--- config.mk ---
export PLATFORM = sky130hd
export DESIGN_NAME = if_prefetch_stage_flat
export DESIGN_NICKNAME = d
export VERILOG_FILES = /design/src/rtl/if_prefetch_stage_if.sv /design/src/rtl/if_prefetch_stage.sv /design/src/flat_wrapper.sv
export SDC_FILE = /design/constraint.sdc
export NUM_CORES = 1
export LEC_CHECK = 0
export BUFFER_PORTS_ARGS = -buffer_cell sky130_fd_sc_hd__buf_2
export CAP_MARGIN = 40
export CORE_MARGIN = 5
export CORE_UTILIZATION = 40
export DETAILED_ROUTE_END_ITERATION = 16
export SETUP_SLACK_MARGIN = 0.2
export SYNTH_ARGS = -nofsm -noshare
export SYNTH_HDL_FRONTEND = slang
export SYNTH_SLANG_ARGS = --single-unit
--- constraint.sdc ---
create_clock -name clk -period 4.8 [get_ports clk]
set_clock_uncertainty 0.2 [all_clocks]
set_input_delay 0.48 -clock clk [delete_from_list [all_inputs] [get_ports clk]]
set_output_delay 0.48 -clock clk [all_outputs]
set_load 0.05 [all_outputs]
--- src/rtl/if_prefetch_stage_if.sv ---
// Instruction-memory port of the prefetch stage.
// Handshake: a request is issued on a rising clk edge where imem_req & imem_ready
// are both 1, and imem_req never depends on imem_ready. imem_rvalid carries no
// back-pressure. One response per issued request, returned in issue order, at the
// earliest one cycle after the issue edge.
interface if_prefetch_stage_if #(
  parameter int ADDR_W = 32,
  parameter int DATA_W = 32
);
  logic              imem_req;
  logic [ADDR_W-1:0] imem_addr;
  logic              imem_ready;
  logic              imem_rvalid;
  logic [DATA_W-1:0] imem_rdata;

  // Fetch stage side
  modport master (
    output imem_req,
    output imem_addr,
    input  imem_ready,
    input  imem_rvalid,
    input  imem_rdata
  );

  // Memory side
  modport slave (
    input  imem_req,
    input  imem_addr,
    output imem_ready,
    output imem_rvalid,
    output imem_rdata
  );
endinterface

--- src/rtl/if_prefetch_stage.sv ---
// Fetch stage with an in-order prefetch queue. Requests run ahead of ID until
// the queued plus in-flight words reach DEPTH. A taken branch empties the queue,
// points fetch at the target and squashes every response still in flight.
module if_prefetch_stage #(
  parameter int                ADDR_W   = 32,
  parameter int                DATA_W   = 32,
  parameter int                DEPTH    = 4,
  parameter int                PC_STEP  = 4,
  parameter logic [ADDR_W-1:0] RESET_PC = '0
) (
  input  logic              clk,
  input  logic              rst,
  input  logic              freeze,
  input  logic              Branch_taken,
  input  logic [ADDR_W-1:0] BranchAddr,
  if_prefetch_stage_if.master imem,
  output logic              valid,
  output logic [ADDR_W-1:0] PC,
  output logic [DATA_W-1:0] Instruction,
  output logic [0:0]        fsm_state
);

  localparam int                PW        = $clog2(DEPTH);
  localparam int                CW        = PW + 1;
  localparam logic [CW:0]       DEPTH_OCC = (CW+1)'(DEPTH);
  localparam logic [ADDR_W-1:0] STEP      = ADDR_W'(PC_STEP);
  localparam logic [CW-1:0]     ONE_C     = CW'(1);
  localparam logic [PW-1:0]     ONE_P     = PW'(1);

  // RUN issues requests; DRAIN waits for squashed responses to come back.
  localparam logic [0:0] RUN   = 1'b0;
  localparam logic [0:0] DRAIN = 1'b1;

  logic [0:0]        state;
  logic [ADDR_W-1:0] fetch_pc;
  logic [ADDR_W-1:0] rsp_pc;
  logic [CW-1:0]     count;
  logic [CW-1:0]     outstanding;
  logic [CW-1:0]     outstanding_nxt;
  logic [CW-1:0]     squash;
  logic [CW:0]       occupancy;
  logic [PW-1:0]     head;
  logic [PW-1:0]     tail;
  logic [ADDR_W-1:0] q_addr [DEPTH];
  logic [DATA_W-1:0] q_data [DEPTH];
  logic              issue;
  logic              drop;
  logic              push;
  logic              pop;

  // Reserve a queue slot for every request in flight so a response always fits.
  assign occupancy   = {1'b0, count} + {1'b0, outstanding};
  assign imem.imem_req  = rst && (state == RUN) && (occupancy < DEPTH_OCC) && !Branch_taken;
  assign imem.imem_addr = fetch_pc;

  assign issue = imem.imem_req & imem.imem_ready;
  assign drop  = (squash != '0);
  assign push  = imem.imem_rvalid & !drop & !Branch_taken;
  assign pop   = valid & !freeze & !Branch_taken;

  // In-flight count after this cycle's issue and response.
  assign outstanding_nxt = outstanding + (issue ? ONE_C : '0) - (imem.imem_rvalid ? ONE_C : '0);

  assign valid       = (count != '0);
  assign PC          = valid ? (q_addr[head] + STEP) : '0;
  assign Instruction = valid ? q_data[head] : '0;
  assign fsm_state   = state;

  // FSM and squash counter: a redirect squashes everything still in flight.
  always_ff @(posedge clk or negedge rst) begin
    if (!rst) begin
      state  <= RUN;
      squash <= '0;
    end else if (Branch_taken) begin
      squash <= outstanding_nxt;
      state  <= (outstanding_nxt != '0) ? DRAIN : RUN;
    end else if (imem.imem_rvalid && drop) begin
      squash <= squash - ONE_C;
      if (squash == ONE_C) begin
        state <= RUN;
      end
    end
  end

  // Fetch address, address of the next kept response, and in-flight counter.
  always_ff @(posedge clk or negedge rst) begin
    if (!rst) begin
      fetch_pc    <= RESET_PC;
      rsp_pc      <= RESET_PC;
      outstanding <= '0;
    end else begin
      outstanding <= outstanding_nxt;
      if (Branch_taken) begin
        fetch_pc <= BranchAddr;
        rsp_pc   <= BranchAddr;
      end else begin
        if (issue) begin
          fetch_pc <= fetch_pc + STEP;
        end
        if (push) begin
          rsp_pc <= rsp_pc + STEP;
        end
      end
    end
  end

  // Queue pointers and fill count; a redirect empties the queue.
  always_ff @(posedge clk or negedge rst) begin
    if (!rst) begin
      head  <= '0;
      tail  <= '0;
      count <= '0;
    end else if (Branch_taken) begin
      head  <= '0;
      tail  <= '0;
      count <= '0;
    end else begin
      if (push) begin
        tail <= tail + ONE_P;
      end
      if (pop) begin
        head <= head + ONE_P;
      end
      count <= count + (push ? ONE_C : '0) - (pop ? ONE_C : '0);
    end
  end

  // Queue storage: responses carry no address, so rsp_pc supplies it.
  always_ff @(posedge clk) begin
    if (push) begin
      q_addr[tail] <= rsp_pc;
      q_data[tail] <= imem.imem_rdata;
    end
  end

endmodule
--- src/flat_wrapper.sv ---
// flat-port wrapper written by rule: the top's interface ports become plain ports
module if_prefetch_stage_flat 
#(
  parameter int                ADDR_W   = 32,
  parameter int                DATA_W   = 32,
  parameter int                DEPTH    = 4,
  parameter int                PC_STEP  = 4,
  parameter logic [ADDR_W-1:0] RESET_PC = '0
)
  (clk, rst, freeze, Branch_taken, BranchAddr, valid, PC, Instruction, fsm_state, imem_imem_req, imem_imem_addr, imem_imem_ready, imem_imem_rvalid, imem_imem_rdata);
  if_prefetch_stage_if #(.ADDR_W(ADDR_W), .DATA_W(DATA_W)) imem_i ();
  input  logic clk;
  input  logic rst;
  input  logic freeze;
  input  logic Branch_taken;
  input  logic [ADDR_W-1:0] BranchAddr;
  output logic valid;
  output logic [ADDR_W-1:0] PC;
  output logic [DATA_W-1:0] Instruction;
  output logic [0:0] fsm_state;
  output wire logic [$bits(imem_i.imem_req)-1:0] imem_imem_req;
  output wire logic [$bits(imem_i.imem_addr)-1:0] imem_imem_addr;
  input wire logic [$bits(imem_i.imem_ready)-1:0] imem_imem_ready;
  input wire logic [$bits(imem_i.imem_rvalid)-1:0] imem_imem_rvalid;
  input wire logic [$bits(imem_i.imem_rdata)-1:0] imem_imem_rdata;
  assign imem_imem_req = imem_i.imem_req;
  assign imem_imem_addr = imem_i.imem_addr;
  assign imem_i.imem_ready = imem_imem_ready;
  assign imem_i.imem_rvalid = imem_imem_rvalid;
  assign imem_i.imem_rdata = imem_imem_rdata;
  if_prefetch_stage #(.ADDR_W(ADDR_W), .DATA_W(DATA_W), .DEPTH(DEPTH), .PC_STEP(PC_STEP), .RESET_PC(RESET_PC)) u_core (.clk(clk), .rst(rst), .freeze(freeze), .Branch_taken(Branch_taken), .BranchAddr(BranchAddr), .imem(imem_i), .valid(valid), .PC(PC), .Instruction(Instruction), .fsm_state(fsm_state));
endmodule
# ---- Yosys cells after proc, flatten, opt, wreduce, memory -nomap -nowiden
# Memory sizes are Yosys's and may differ from the RTL's.
# Index checks and enable logic that the tools add are counted.
dict set report classes {
  addsub 11
  order_cmp 1
  n_eq_ne 1
  n_mux 23
  bitwise 6
  reduce_logical 16
}
# cell count
set op_table {}
lappend op_table {{two-way mux 32 bit} 6}
lappend op_table {{adder 32 x 3 -> 32 bit (second input constant)} 3}
lappend op_table {{two-way mux 1 bit} 10}
lappend op_table {{nonzero test 2 bit} 5}
lappend op_table {{two-way mux 3 bit} 3}
lappend op_table {{nonzero test 3 bit} 3}
lappend op_table {{two-way mux 2 bit} 4}
lappend op_table {{adder 3 bit} 2}
lappend op_table {{subtractor 3 bit} 2}
lappend op_table {{bitwise AND 1 bit} 5}
lappend op_table {{adder 2 x 1 -> 2 bit (second input constant)} 2}
lappend op_table {{adder 3 x 3 -> 4 bit} 1}
lappend op_table {{logical AND 1 bit} 4}
lappend op_table {{less-than comparator 4 x 3 -> 1 bit (second input constant)} 1}
lappend op_table {{== test 3 x 1 -> 1 bit (second input constant)} 1}
lappend op_table {{zero test 1 bit} 3}
lappend op_table {{subtractor 3 x 1 -> 3 bit (second input constant)} 1}
lappend op_table {{AND reduction 2 bit} 1}
lappend op_table {{inverter 1 bit} 1}
dict set report totals {
  register_bits 78
  ram_bits 256
  inputBits 70
  out_inout_bits 99
  elab_cells 68
  n_memories 2
}
# name depth width read_ports rd_ports_with_merged_regs write_ports line_no
set memory_table {}
lappend memory_table {u_core.q_addr 4 32 1 0 1 if_prefetch_stage.sv:44} ;# logic [ADDR_W-1:0] q_addr [DEPTH];
lappend memory_table {u_core.q_data 4 32 1 0 1 if_prefetch_stage.sv:45} ;# logic [DATA_W-1:0] q_data [DEPTH];

# ---- Longest topological paths before layout
# Gate-level depths: netlist of the first run.
dict set report depth {
  depth_word 11
  mapped_depth 11
  mapped_depth_nobuf 9
}

# ---- Worst setup path before layout of the first run
# Ideal clock, no wire load.
dict set report synth_path {
  path_type {register to output}
  start {reg u_core.head[0]}
  end {out PC[24]}
  arrival_time_ns 3.422
  t_required_ns 4.120
  path_slack_ns 0.698
  path_stages_with_launch 12
  n_path_buf 4
  cell_sequence {dfrtp_1 -> buf_6 -> buf_12 -> buf_12 -> mux4_2 -> ha_1 -> nand2_1 -> o22a_1 -> or3_1 -> clkbuf_1 -> or4_1 -> a21oi_1}
}
dict set report synth_between {
  elab_chain_cells 3
}
# item line_no
set synth_rtl {}
lappend synth_rtl {{start, declared} if_prefetch_stage.sv:42} ;# logic [PW-1:0] head;
lappend synth_rtl {{start signal, assigned} if_prefetch_stage.sv:122} ;# head <= head + ONE_P;
lappend synth_rtl {{memory (4 x 32 bit)} --}
lappend synth_rtl {{adder 32 x 3 -> 32 bit} if_prefetch_stage.sv:65} ;# assign PC = valid ? (q_addr[head] + STEP) : '0;
lappend synth_rtl {{two-way mux 32 bit} if_prefetch_stage.sv:65}
lappend synth_rtl {{end, declared} flat_wrapper.sv:18} ;# output logic [ADDR_W-1:0] PC;
# No other way between the ends.

# ---- Worst setup path after layout of the first run
dict set report layout_path {
  start {reg u_core.head[0]}
  end {out PC[26]}
}
# The elaborated chain is that of the path after synthesis.

==> results of run 1 <==
==> synthesized netlist by cell type, types with 7 or more instances <==
library cell               instances
sky130_fd_sc_hd__edfxtp_1        256
sky130_fd_sc_hd__nand2_1          81
sky130_fd_sc_hd__dfrtp_1          78
sky130_fd_sc_hd__mux4_2           49
sky130_fd_sc_hd__nor2_1           46
sky130_fd_sc_hd__o21ai_0          45
sky130_fd_sc_hd__nand3_1          41
sky130_fd_sc_hd__and2_1           40
sky130_fd_sc_hd__clkbuf_1         36
sky130_fd_sc_hd__inv_1            27
sky130_fd_sc_hd__xnor2_1          25
sky130_fd_sc_hd__and3_1           23
sky130_fd_sc_hd__a21oi_1          21
sky130_fd_sc_hd__nand4_1          20
sky130_fd_sc_hd__xor2_1           20
sky130_fd_sc_hd__nor3_1           17
sky130_fd_sc_hd__o311ai_0         17
sky130_fd_sc_hd__ha_1             16
sky130_fd_sc_hd__mux4_1           15
sky130_fd_sc_hd__or4_1            14
sky130_fd_sc_hd__nor4_1           10
sky130_fd_sc_hd__or3_1            10
sky130_fd_sc_hd__and4_1            8
sky130_fd_sc_hd__o211ai_1          8
sky130_fd_sc_hd__o31ai_1           7
==> layer usage <==
metal,vias to the layer above,wire (um)
met5,-,0
met4,0,567
li1,4342,-
met2,276,16600
met3,36,2052
met1,4688,16450
==> registers in the layout (all words and copies together), names as in the netlist <==
register,cells
u_core.fsm_state,1
u_core.squash,3
u_core.count,3
u_core.tail,2
u_core.q_addr,128
u_core.head,2
u_core.outstanding,3
u_core.imem.imem_addr,32
u_core.rsp_pc,32
u_core.q_data,128
==> area by class of cell <==
cell class | count | area, um^2
clock inverters | 15 | 130.1
flip-flops and latches | 334 | 9647
repair buffers | 230 | 1489
multi-input cells | 595 | 4840
inverters | 28 | 105.1
clock buffers | 50 | 1037
fillers | 3208 | 18780
well taps | 468 | 585.6
==> cells by family after synthesis <==
logic type / share of synthesized area (%)
compound gates: 5.323
xor+xnor: 2.657
fa+ha+maj: 1.620
buf+inv: 2.455
flops: 64.99
mux: 10.96
simple gates: 12.00
==> worst paths after layout <==
kind                                                         endpoint  slack, ns  cells past startpoint
max in group asynchronous                  u_core.head[1]$_DFFE_PN0P_       2.93                      4
worst max-delay path                                           PC[26]       0.36                      8
worst max register to register  u_core.imem.imem_addr[28]$_DFFE_PN0N_       1.37                     10
min in group asynchronous       u_core.imem.imem_addr[11]$_DFFE_PN0N_       0.35                      3
worst min register to register          u_core.q_addr[2][0]$_DFFE_PP_       0.32                      0
worst min-delay path                     u_core.rsp_pc[0]$_DFFE_PN0P_       0.02                      3
==> stage by stage <==
stage               util [%]  power, uW  cells  hold slack (ns)
finish                 48.71       9761   1720          0.01710
global route           48.71      10240   1720          0.02287
CTS                    48.64       9873   1719         0.003495
global placement       44.27       7061   1613           0.2986
detailed placement     44.40       7088   1616           0.3141
floorplan                  -       6194   1008         -0.01559
==> power by group through the flow <==
| stage | registers [uW] | logic [uW] | clock network, uW |
|---|---|---|---|
| global route | 3560 | 3750 | 2940 |
| global placement | 3600 | 3460 | 0 |
| finish | 3530 | 3510 | 2730 |
| detailed placement | 3610 | 3480 | 0 |
| floorplan | 3610 | 2580 | 0 |
| CTS | 3550 | 3510 | 2810 |
==> tightest hold or removal path, stage by stage <==
cell                      delay, ns
sky130_fd_sc_hd__buf_2         0.07
sky130_fd_sc_hd__nand2_1       0.06
sky130_fd_sc_hd__o21ai_0       0.06
==> repair_timing <==
item | in CTS | in global routing
endpoints found under the hold margin | 155 | 0
resized for setup | 1 | 1
endpoints found under the setup margin | 2 | 8
setup buffers | 0 | 1
hold buffers | 38 | 0
==> PnR_summary.wiki, run 1 <==
{| class="wikitable"
! Metric !! Value
|-
| CP delay by family, top || simple AND/OR/NAND/NOR gates
|-
| Met1 track demand over resource || between 20 and 30%
|-
| Proportion of synthesized chip area in sequential cells || between 60% and 70%
|-
| Post-synth EDFFs || 256
|-
| Dpl cell area || around 0.016 mm^2
|-
| Maximum clock frequency || 225.2 MHz
|-
| Wire length per cell after detailed routing || around 21 um
|-
| #FFs+latches synth || roughly 330
|-
| Worst path setup slack after routing || 0.3597 ns
|-
| Via count || just over 9,000
|-
| Area added between synthesis and finish || 20.23%
|-
| Crit-path cells || mux4_1, ha_1, nand2_1, o22a_1, or3_1, or4_1, a21oi_1, buf_2
|-
| DRC violation count after routing || 0
|-
| Avg Cell Area, Syn || 14.72 um^2
|-
| Synth area leader || sky130_fd_sc_hd__edfxtp_1
|-
| Final setup vio count || 0
|-
| Count of buffers inserted at the top-level ports || about 170
|-
| Standard-cell rows || 70
|-
| Worst-skew pair later-pin latency || 0.52 ns
|-
| Half-perimeter wire length after detailed placement || ~24,000 um
|-
| Share of post-route cells with drive strength above 1 || between 20% and 30%
|-
| Cell at the root of the clock tree || sky130_fd_sc_hd__clkbuf_16
|-
| Switching share of power || between 30% and 40%
|-
| Synth Cell Area || approximately 0.015 mm^2
|-
| Met2 demand-to-capacity share in global routing || between 20 and 30%
|-
| Highest cell delay on the worst timing path || between 0.5 and 0.6 ns
|-
| Post-layout nets || about 1,300
|-
| Switching Power || approximately 3800 uW
|-
| Post-route minimum period || ~4.4 ns
|-
| Maximum clock path buffer count || 3
|-
| Commonest cells after routing, fill and taps aside || 256 x sky130_fd_sc_hd__edfxtp_1, 167 x sky130_fd_sc_hd__buf_2, 81 x sky130_fd_sc_hd__nand2_1
|-
| Number of levels the H-tree was split into || 2
|-
| Global-route wire length before repair || roughly 56,000 um
|-
| Worst setup path category || flop to output pin
|-
| Overall die area || approximately 0.04 mm^2
|-
| Slew at the pin closest to its max-slew limit || roughly 0.89 ns
|-
| Number of max-slew violations in the final report || 0
|-
| Global-route total usage across every layer || 17.25%
|-
| Width of the die || about 200 um
|-
| Met3 track demand over resource in global routing || under 10%
|-
| Worst Path Buf+Inv || 1
|-
| Reported leakage power || approximately 0.0065 uW
|-
| Proportion of synthesized flip-flops having asynchronous set or reset || 23.35%
|-
| Worst slew slack as a fraction of its limit || 40.31%
|-
| Setup_tns || 0 ns
|-
| Setup repair after global routing missed its margin || false
|-
| Via density || ~5.4
|-
| Combinational share of power || a little over a third
|-
| Most used routing layer || met2
|-
| Classification of the worst-slack hold path || input port to flop
|-
| Syn nets || ~1,100
|-
| Final hold violation count || 0
|-
| Standard cell core area || between 0.03 and 0.04 mm^2
|-
| Total grt overflow || 0
|-
| Leading post-synthesis cells by cell area || sky130_fd_sc_hd__edfxtp_1 52%, sky130_fd_sc_hd__dfrtp_1 13%, sky130_fd_sc_hd__mux4_2 7.4%
|-
| Gp weighted congestion || about 0.81
|-
| Iteration-0 DRC Markers || between 500 and 600
|-
| Reg2reg start || u_core.count[2]$_DFF_PN0_
|-
| Setup slack at placement || about 0.76 ns
|-
| Predominant post-synthesis flop cell || sky130_fd_sc_hd__edfxtp_1
|-
| Top-Level Pins || around 170
|-
| Start point of the critical path || u_core.head[0]$_DFFE_PN0P_
|-
| Cell with the biggest individual delay on the critical path || sky130_fd_sc_hd__dfrtp_4
|-
| Pin count of the biggest net entering global routing || 57
|-
| CP Data Required Time || just over 4 ns
|-
| Final ANT Viol Nets || 0
|-
| Critical hold path startpoint || BranchAddr[0]
|-
| Total non-filler cell area in the finished layout || between 0.015 and 0.02 mm^2
|-
| Number of global-route vias before repair || about 9,600
|-
| Total Routed Length || between 30,000 and 40,000 um
|-
| Share of the clock period used by the worst path after layout || 92.51%
|-
| Antenna cell count || 0
|-
| Count of warnings emitted by yosys || 0
|-
| Int Pwr || approximately 6000 uW
|-
| Max IR drop VDD || around 0.25 mV
|-
| Antenna violations before repair || 0
|-
| Area fraction of the dominant cell type after synthesis || between 50% and 60%
|-
| Post-synthesis cell type count || between 50 and 60
|-
| Power per standard cell area || approximately 550 mW/mm^2
|-
| Maximum Capacitance Violations || 0
|-
| Data arrival at the endpoint of the critical path || about 3.8 ns
|-
| Sequential group share of total power || a little over a third
|-
| Starting Density || 40.52%
|-
| Synthesized instance count || about 1,000
|-
| Number of iterations in the first detailed-routing pass || 5
|-
| Peak fanout along the critical path || 14
|-
| Die boundary height || roughly 200 um
|-
| Result of the run || finished clean
|-
| Clock-pin slew on the worst setup and hold paths || roughly 0.060 ns
|-
| Most common cell after layout, fill and taps aside || sky130_fd_sc_hd__edfxtp_1
|-
| Critical Path Start Type || flop
|-
| Total clock buffers created by CTS || 38
|-
| Critical path capture point type || output pin
|-
| TritonCTS clock tree || done
|-
| Clock net sink count || between 300 and 400
|-
| Clock Power Share || between 20% and 30%
|}
(Power assumes the default switching activity.)
==> run 2: changes to the inputs <==
- CAP_MARGIN: 40 -> unset
- CORE_UTILIZATION: 40 -> 55
- PLACE_DENSITY: unset -> 0.76
==> run 2 against run 1 <==
Effect of this change: highest routed layer is now met5; global-route usage grew 5.3 points; maximum frequency fell by 0.79%; die area fell by 26%; first-iteration DRC count rose by 86%; sequential share of layout area increased by 0.83 points.
==> PnR_summary.wiki, run 2 (synthesis results as in run 1) <==
{| class="wikitable"
! Metric !! Value
|-
| Result of the run || finished clean
|-
| Classification of the worst-slack hold path || input port to flop
|-
| DRC violation count after routing || 0
|-
| Global-route wire length before repair || 53,940 um
|-
| Width of the die || ~170 um
|-
| Final setup vio count || 0
|-
| Clock-pin slew on the worst setup and hold paths || around 0.060 ns
|-
| Global-route total usage across every layer || between 20% and 30%
|-
| Worst-skew pair later-pin latency || approximately 0.51 ns
|-
| Overall die area || 0.03035 mm^2
|-
| Reg2reg start || u_core.count[1]$_DFF_PN0_
|-
| Share of the clock period used by the worst path after layout || between 90 and 100%
|-
| Top-Level Pins || 169
|-
| Cell with the biggest individual delay on the critical path || sky130_fd_sc_hd__dfrtp_4
|-
| Number of global-route vias before repair || 9,636
|-
| Post-layout nets || 1,301
|-
| CP delay by family, top || simple AND/OR/NAND/NOR gates
|-
| Antenna cell count || 0
|-
| Iteration-0 DRC Markers || ~940
|-
| Maximum clock frequency || 223.4 MHz
|-
| Switching Power || between 3000 and 4000 uW
|-
| Number of max-slew violations in the final report || 0
|-
| Via density || 6.056
|-
| Data arrival at the endpoint of the critical path || 3.80 ns
|-
| Final ANT Viol Nets || 0
|-
| Antenna violations before repair || 2
|-
| Worst setup path category || flop to output pin
|-
| Half-perimeter wire length after detailed placement || 21,920 um
|-
| Starting Density || between 50% and 60%
|-
| Final hold violation count || 0
|-
| Cell at the root of the clock tree || sky130_fd_sc_hd__clkbuf_16
|-
| Total Routed Length || between 30,000 and 40,000 um
|-
| Most common cell after layout, fill and taps aside || sky130_fd_sc_hd__edfxtp_1
|-
| Post-route minimum period || 4.476 ns
|-
| Power per standard cell area || roughly 560 mW/mm^2
|-
| Area added between synthesis and finish || 18.41%
|-
| Maximum clock path buffer count || 3
|-
| Critical Path Start Type || flop
|-
| Share of post-route cells with drive strength above 1 || roughly a quarter
|-
| Die boundary height || about 170 um
|-
| Count of buffers inserted at the top-level ports || around 170
|-
| Standard cell core area || around 0.027 mm^2
|-
| CP Data Required Time || just over 4 ns
|-
| Clock Power Share || ~28%
|-
| Setup repair after global routing missed its margin || false
|-
| Combinational share of power || ~36%
|-
| Gp weighted congestion || 0.8543
|-
| Worst Hold Path EP || u_core.rsp_pc[8]$_DFFE_PN0N_
|-
| Critical path capture point type || output pin
|-
| Leading registers by flop count || u_core.q_addr (128), u_core.q_data (128)
|-
| Setup_tns || 0 ns
|-
| Max IR drop VDD || between 0.3 and 0.4 mV
|-
| Crit-path cells || mux4_1, ha_1, nand2_1, o22a_1, or3_1, or4_1, a21oi_1, buf_2
|-
| Number of iterations in the first detailed-routing pass || 5
|-
| TritonCTS clock tree || done
|-
| Flop2flop setup slack || roughly 1.5 ns
|-
| Total grt overflow || 0
|-
| Final core utilization || between 60% and 70%
|-
| Slew at the pin closest to its max-slew limit || 1.327 ns
|-
| Clock net sink count || ~330
|-
| Worst Path Buf+Inv || 1
|-
| R2R Path End || u_core.imem.imem_addr[6]$_DFFE_PN0N_
|-
| Maximum Capacitance Violations || 0
|-
| Switching share of power || a little under two fifths
|-
| Worst slew slack as a fraction of its limit || 11.18%
|-
| Wire length per cell after detailed routing || around 22 um
|-
| Total clock buffers created by CTS || 35
|-
| Standard-cell rows || 60
|-
| Peak fanout along the critical path || 14
|-
| Worst Reg2Reg Path Length in Cells || 8
|-
| Highest cell delay on the worst timing path || around 0.61 ns
|-
| Critical hold path startpoint || BranchAddr[8]
|-
| Number of levels the H-tree was split into || 2
|-
| Reported leakage power || between 0.006 and 0.007 uW
|-
| Pin count of the biggest net entering global routing || 50
|-
| Sequential group share of total power || between 30% and 40%
|-
| Worst Hold Depth || 2
|-
| Int Pwr || roughly 6000 uW
|-
| Smallest hold slack || 0.01538 ns
|-
| Via count || approximately 9,600
|-
| Commonest cells after routing, fill and taps aside || 256 x sky130_fd_sc_hd__edfxtp_1, 167 x sky130_fd_sc_hd__buf_2, 81 x sky130_fd_sc_hd__nand2_1
|}
==> run 2: cell types whose count changed in the layout (fill, tap and decap cells not counted) <==
cell,delta
sky130_fd_sc_hd__clkinv_8,+1
sky130_fd_sc_hd__bufinv_16,+2
sky130_fd_sc_hd__dlygate4sd3_1,-6
sky130_fd_sc_hd__inv_4,-1
sky130_fd_sc_hd__clkbuf_8,+2
sky130_fd_sc_hd__buf_6,-1
sky130_fd_sc_hd__clkdlybuf4s18_2,-1
sky130_fd_sc_hd__clkinv_1,-3
sky130_fd_sc_hd__buf_4,-1
sky130_fd_sc_hd__clkbuf_1,-1
sky130_fd_sc_hd__clkbuf_16,-4
sky130_fd_sc_hd__clkinvlp_4,+1
sky130_fd_sc_hd__clkdlybuf4s15_2,-1
==> run 2: worst max path at each step <==
stage	end	cells past startpoint	slack (ns)	start
after floorplan	PC[24]	11	0.70	u_core.head[0]$_DFFE_PN0P_
after global placement	PC[31]	7	0.82	u_core.head[0]$_DFFE_PN0P_
after detailed placement	PC[31]	7	0.77	u_core.head[0]$_DFFE_PN0P_
after CTS	PC[24]	8	0.21	u_core.head[0]$_DFFE_PN0P_
after global routing	PC[24]	8	0.21	u_core.head[0]$_DFFE_PN0P_
final	PC[24]	8	0.32	u_core.head[0]$_DFFE_PN0P_
==> run 2: area by class of cell <==
class                           count  area, um^2
Multi-Input combinational cell    595        4840
Clock inverter                     15       196.4
Inverter                           28       105.1
Sequential cell                   334        9647
Fill cell                        1819        9161
Timing Repair Buffer              219        1364
Tap cell                          341       426.7
Clock buffer                       48       985.9
==> run 2: power groups by stage <==
| stage | Clock [uW] | Sequential [uW] | Combinational, uW |
|---|---|---|---|
| 2_1_floorplan | 0 | 3610 | 2580 |
| 3_3_place_gp | 0 | 3590 | 3370 |
| 3_5_place_dp | 0 | 3610 | 3410 |
| 4_1_cts | 2790 | 3550 | 3460 |
| 5_1_grt | 2920 | 3560 | 3700 |
| 6_report | 2750 | 3530 | 3480 |
==> run 2: through the flow <==
stage               instance area [um^2]  setup slack [ns]  total power [uW]  instances
finish                             17560            0.3243              9762       1580
global route                       17560            0.2085             10180       1580
detailed placement                 16030            0.7717              7018       1484
CTS                                17530            0.2116              9795       1579
global placement                   16030            0.8209              6964       1484
floorplan                          14830            0.6982              6194       1008
==> run 2: what timing repair did <==
| item | CTS | global route |
|---|---|---|
| hold endpoints to repair | 150 | 0 |
| resized for setup | 0 | 1 |
| setup endpoints to repair | 0 | 12 |
| buffers inserted | 0 | 1 |
| hold buffers | 32 | 0 |
==> run 2: routing by layer <==
metal / GRT usage, % / share of wire [%] / up-vias / routed length [um]
met4: 5.741 / 2.0 / 2 / 688
met2: 35.80 / 48 / 462 / 16380
met5: 0 / 0.038 / - / 13
li1: - / - / 4309 / -
met1: 32.31 / 42 / 4737 / 14300
met3: 4.719 / 8.8 / 58 / 3027
==> run 3: changes to the inputs <==
--- a/constraint.sdc
+++ b/constraint.sdc
@@ -4,2 +4,2 @@
 set_output_delay 0.48 -clock clk [all_outputs]
-set_load 0.05 [all_outputs]
+set_load 0.01 [all_outputs]
==> run 3 against run 2 <==
Effect of this change: core utilization shrank 0.63 points; largest power group unchanged; register-to-register slack better by 0.07 ns; via count is 0.86% lower; setup slack improved by 0.079 ns; design area down 0.95%; count of clock-buffer cells in the layout down 7; power fell by 15%; final cell count unchanged; maximum frequency up 1.8%.
==> PnR_summary.wiki, run 3 (synthesis results as in run 1) <==
{| class="wikitable"
! Metric !! Value
|-
| Number of iterations in the first detailed-routing pass || 5
|-
| Result of the run || finished clean
|-
| Share of post-route cells with drive strength above 1 || approximately a quarter
|-
| Worst-skew pair later-pin latency || 0.51 ns
|-
| Power per standard cell area || between 400 and 500 mW/mm^2
|-
| Worst Reg2Reg Path Length in Cells || 9
|-
| Data arrival at the endpoint of the critical path || between 3 and 4 ns
|-
| Width of the die || between 150 and 200 um
|-
| Cell at the root of the clock tree || sky130_fd_sc_hd__clkbuf_16
|-
| Total grt overflow || 0
|-
| Antenna violations before repair || 0
|-
| Global-route total usage across every layer || about 22%
|-
| Cell with the biggest individual delay on the critical path || sky130_fd_sc_hd__dfrtp_4
|-
| Clock net sink count || between 300 and 400
|-
| Iteration-0 DRC Markers || 800
|-
| Classification of the worst-slack hold path || input port to flop
|-
| CTS resizes || 0
|-
| Antenna cell count || 0
|-
| Worst Hold Depth || 3
|-
| Standard cell core area || 0.02673 mm^2
|-
| Top-Level Pins || between 150 and 200
|-
| Wire length per cell after detailed routing || 21.20 um
|-
| Crit-path cells || mux4_1, ha_1, nand2_1, o22a_1, or3_1, or4_1, a21oi_1, buf_2
|-
| Smallest hold slack || between 0.02 and 0.03 ns
|-
| Commonest cells after routing, fill and taps aside || 256 x sky130_fd_sc_hd__edfxtp_1, 167 x sky130_fd_sc_hd__buf_2, 81 x sky130_fd_sc_hd__nand2_1
|-
| Worst Path Buf+Inv || 1
|-
| Total Power || about 8300 uW
|-
| Final core utilization || between 60% and 70%
|-
| Post-route minimum period || roughly 4.4 ns
|-
| Overall die area || about 0.030 mm^2
|-
| Share of the clock period used by the worst path after layout || roughly nine tenths
|-
| Peak fanout along the critical path || 18
|-
| Die boundary height || around 170 um
|-
| Count of buffers inserted at the top-level ports || between 150 and 200
|-
| Pin count of the biggest net entering global routing || 76
|-
| Worst slew slack as a fraction of its limit || between 20% and 30%
|-
| Most common cell after layout, fill and taps aside || sky130_fd_sc_hd__edfxtp_1
|-
| Maximum clock frequency || ~230 MHz
|-
| Slew at the pin closest to its max-slew limit || around 1.1 ns
|-
| Number of global-route vias before repair || 9,641
|-
| Critical path capture point type || output pin
|-
| Final hold violation count || 0
|-
| Total clock buffers created by CTS || 34
|-
| Total non-filler cell area in the finished layout || approximately 0.017 mm^2
|-
| Highest cell delay on the worst timing path || between 0.6 and 0.7 ns
|-
| Maximum Capacitance Violations || 0
|-
| CP Data Required Time || ~4.1 ns
|-
| Max IR drop VDD || 0.2620 mV
|-
| Standard-cell rows || 60
|-
| Post-layout nets || approximately 1,300
|-
| Stages on the worst setup path || 8
|-
| Final ANT Viol Nets || 0
|-
| Via count || 9,486
|-
| Critical Path Start Type || flop
|-
| Via density || 6.004
|-
| Dpl cell area || 0.01601 mm^2
|-
| Clock-pin slew on the worst setup and hold paths || 0.07 ns
|-
| TritonCTS clock tree || done
|-
| Half-perimeter wire length after detailed placement || approximately 22,000 um
|-
| Gp weighted congestion || around 0.85
|-
| Reported leakage power || 0.006370 uW
|-
| Global-route wire length before repair || 53,560 um
|-
| Leading registers by flop count || u_core.q_addr (128), u_core.q_data (128)
|-
| Area added between synthesis and finish || 17.28%
|-
| Number of max-slew violations in the final report || 0
|-
| Maximum clock path buffer count || 3
|-
| Total Routed Length || 33,500 um
|-
| DRC violation count after routing || 0
|-
| Number of levels the H-tree was split into || 2
|-
| CP delay by family, top || simple AND/OR/NAND/NOR gates
|-
| Final setup vio count || 0
|-
| Setup_tns || 0 ns
|-
| Starting Density || 55.50%
|-
| Setup repair after global routing missed its margin || false
|-
| Worst setup path category || flop to output pin
|}
run 3: changes by cell type in the layout (fill, tap and decap cells not counted), sizes merged:
cell / previous run / this run
buf: 187 / 189
bufinv: 4 / 1
clkbuf: 48 / 41
clkinv: 9 / 15
dlygate4sd3: 32 / 33
inv: 28 / 29
run 3: metal layers:
layer | GRT usage (%) | vias up | routed length, um
li1 | - | 4317 | -
met1 | 31.99 | 4646 | 14070
met2 | 35.07 | 467 | 15900
met3 | 4.719 | 56 | 2850
met4 | 5.510 | 0 | 675
met5 | 0 | - | 0
run 3: final timing paths:
kind | to | slack (ns) | start
worst min-delay path | u_core.rsp_pc[10]$_DFFE_PN0N_ | 0.03 | BranchAddr[10]
max in group asynchronous | u_core.head[0]$_DFFE_PN0P_ | 2.97 | rst
worst max register to register | u_core.imem.imem_addr[28]$_DFFE_PN0N_ | 1.54 | u_core.count[2]$_DFF_PN0_
worst min register to register | u_core.imem.imem_addr[0]$_DFFE_PN0P_ | 0.32 | u_core.imem.imem_addr[0]$_DFFE_PN0P_
min in group asynchronous | u_core.imem.imem_addr[5]$_DFFE_PN0N_ | 0.37 | rst
worst max-delay path | PC[28] | 0.40 | u_core.head[0]$_DFFE_PN0P_
run 3: power breakdown:
group          switching [uW]  internal (uW)  leakage, uW  total, uW
logic                    1320           1020      0.00261       2340
clock network            1070           1400     0.000507       2460
registers                 216           3320      0.00325       3540
run 3: through the flow:
| stage | std cells | worst slack (ns) |
|---|---|---|
| after floorplan | 1008 | 1.257 |
| after global placement | 1486 | 0.8069 |
| after detailed placement | 1486 | 0.7305 |
| after CTS | 1580 | 0.4408 |
| after global routing | 1580 | 0.3031 |
| final | 1580 | 0.4035 |
run 3: cell type report:
type | count | area [um^2]
repair buffers | 222 | 1344
flip-flops and latches | 334 | 9644
multi-input cells | 595 | 4840
well taps | 341 | 426.7
inverters | 28 | 105.1
clock buffers | 41 | 897.1
fillers | 1890 | 9329
clock inverters | 19 | 140.1
run 3: what timing repair did:
item | CTS | global route
buffers inserted | 1 | 0
endpoints found under the hold margin | 146 | 0
hold buffers | 33 | 0
endpoints found under the setup margin | 1 | 0
run 3: worst min-delay path: stages:
cell	delay, ns
sky130_fd_sc_hd__buf_2	0.08
sky130_fd_sc_hd__nand2_1	0.07
sky130_fd_sc_hd__o21ai_0	0.07
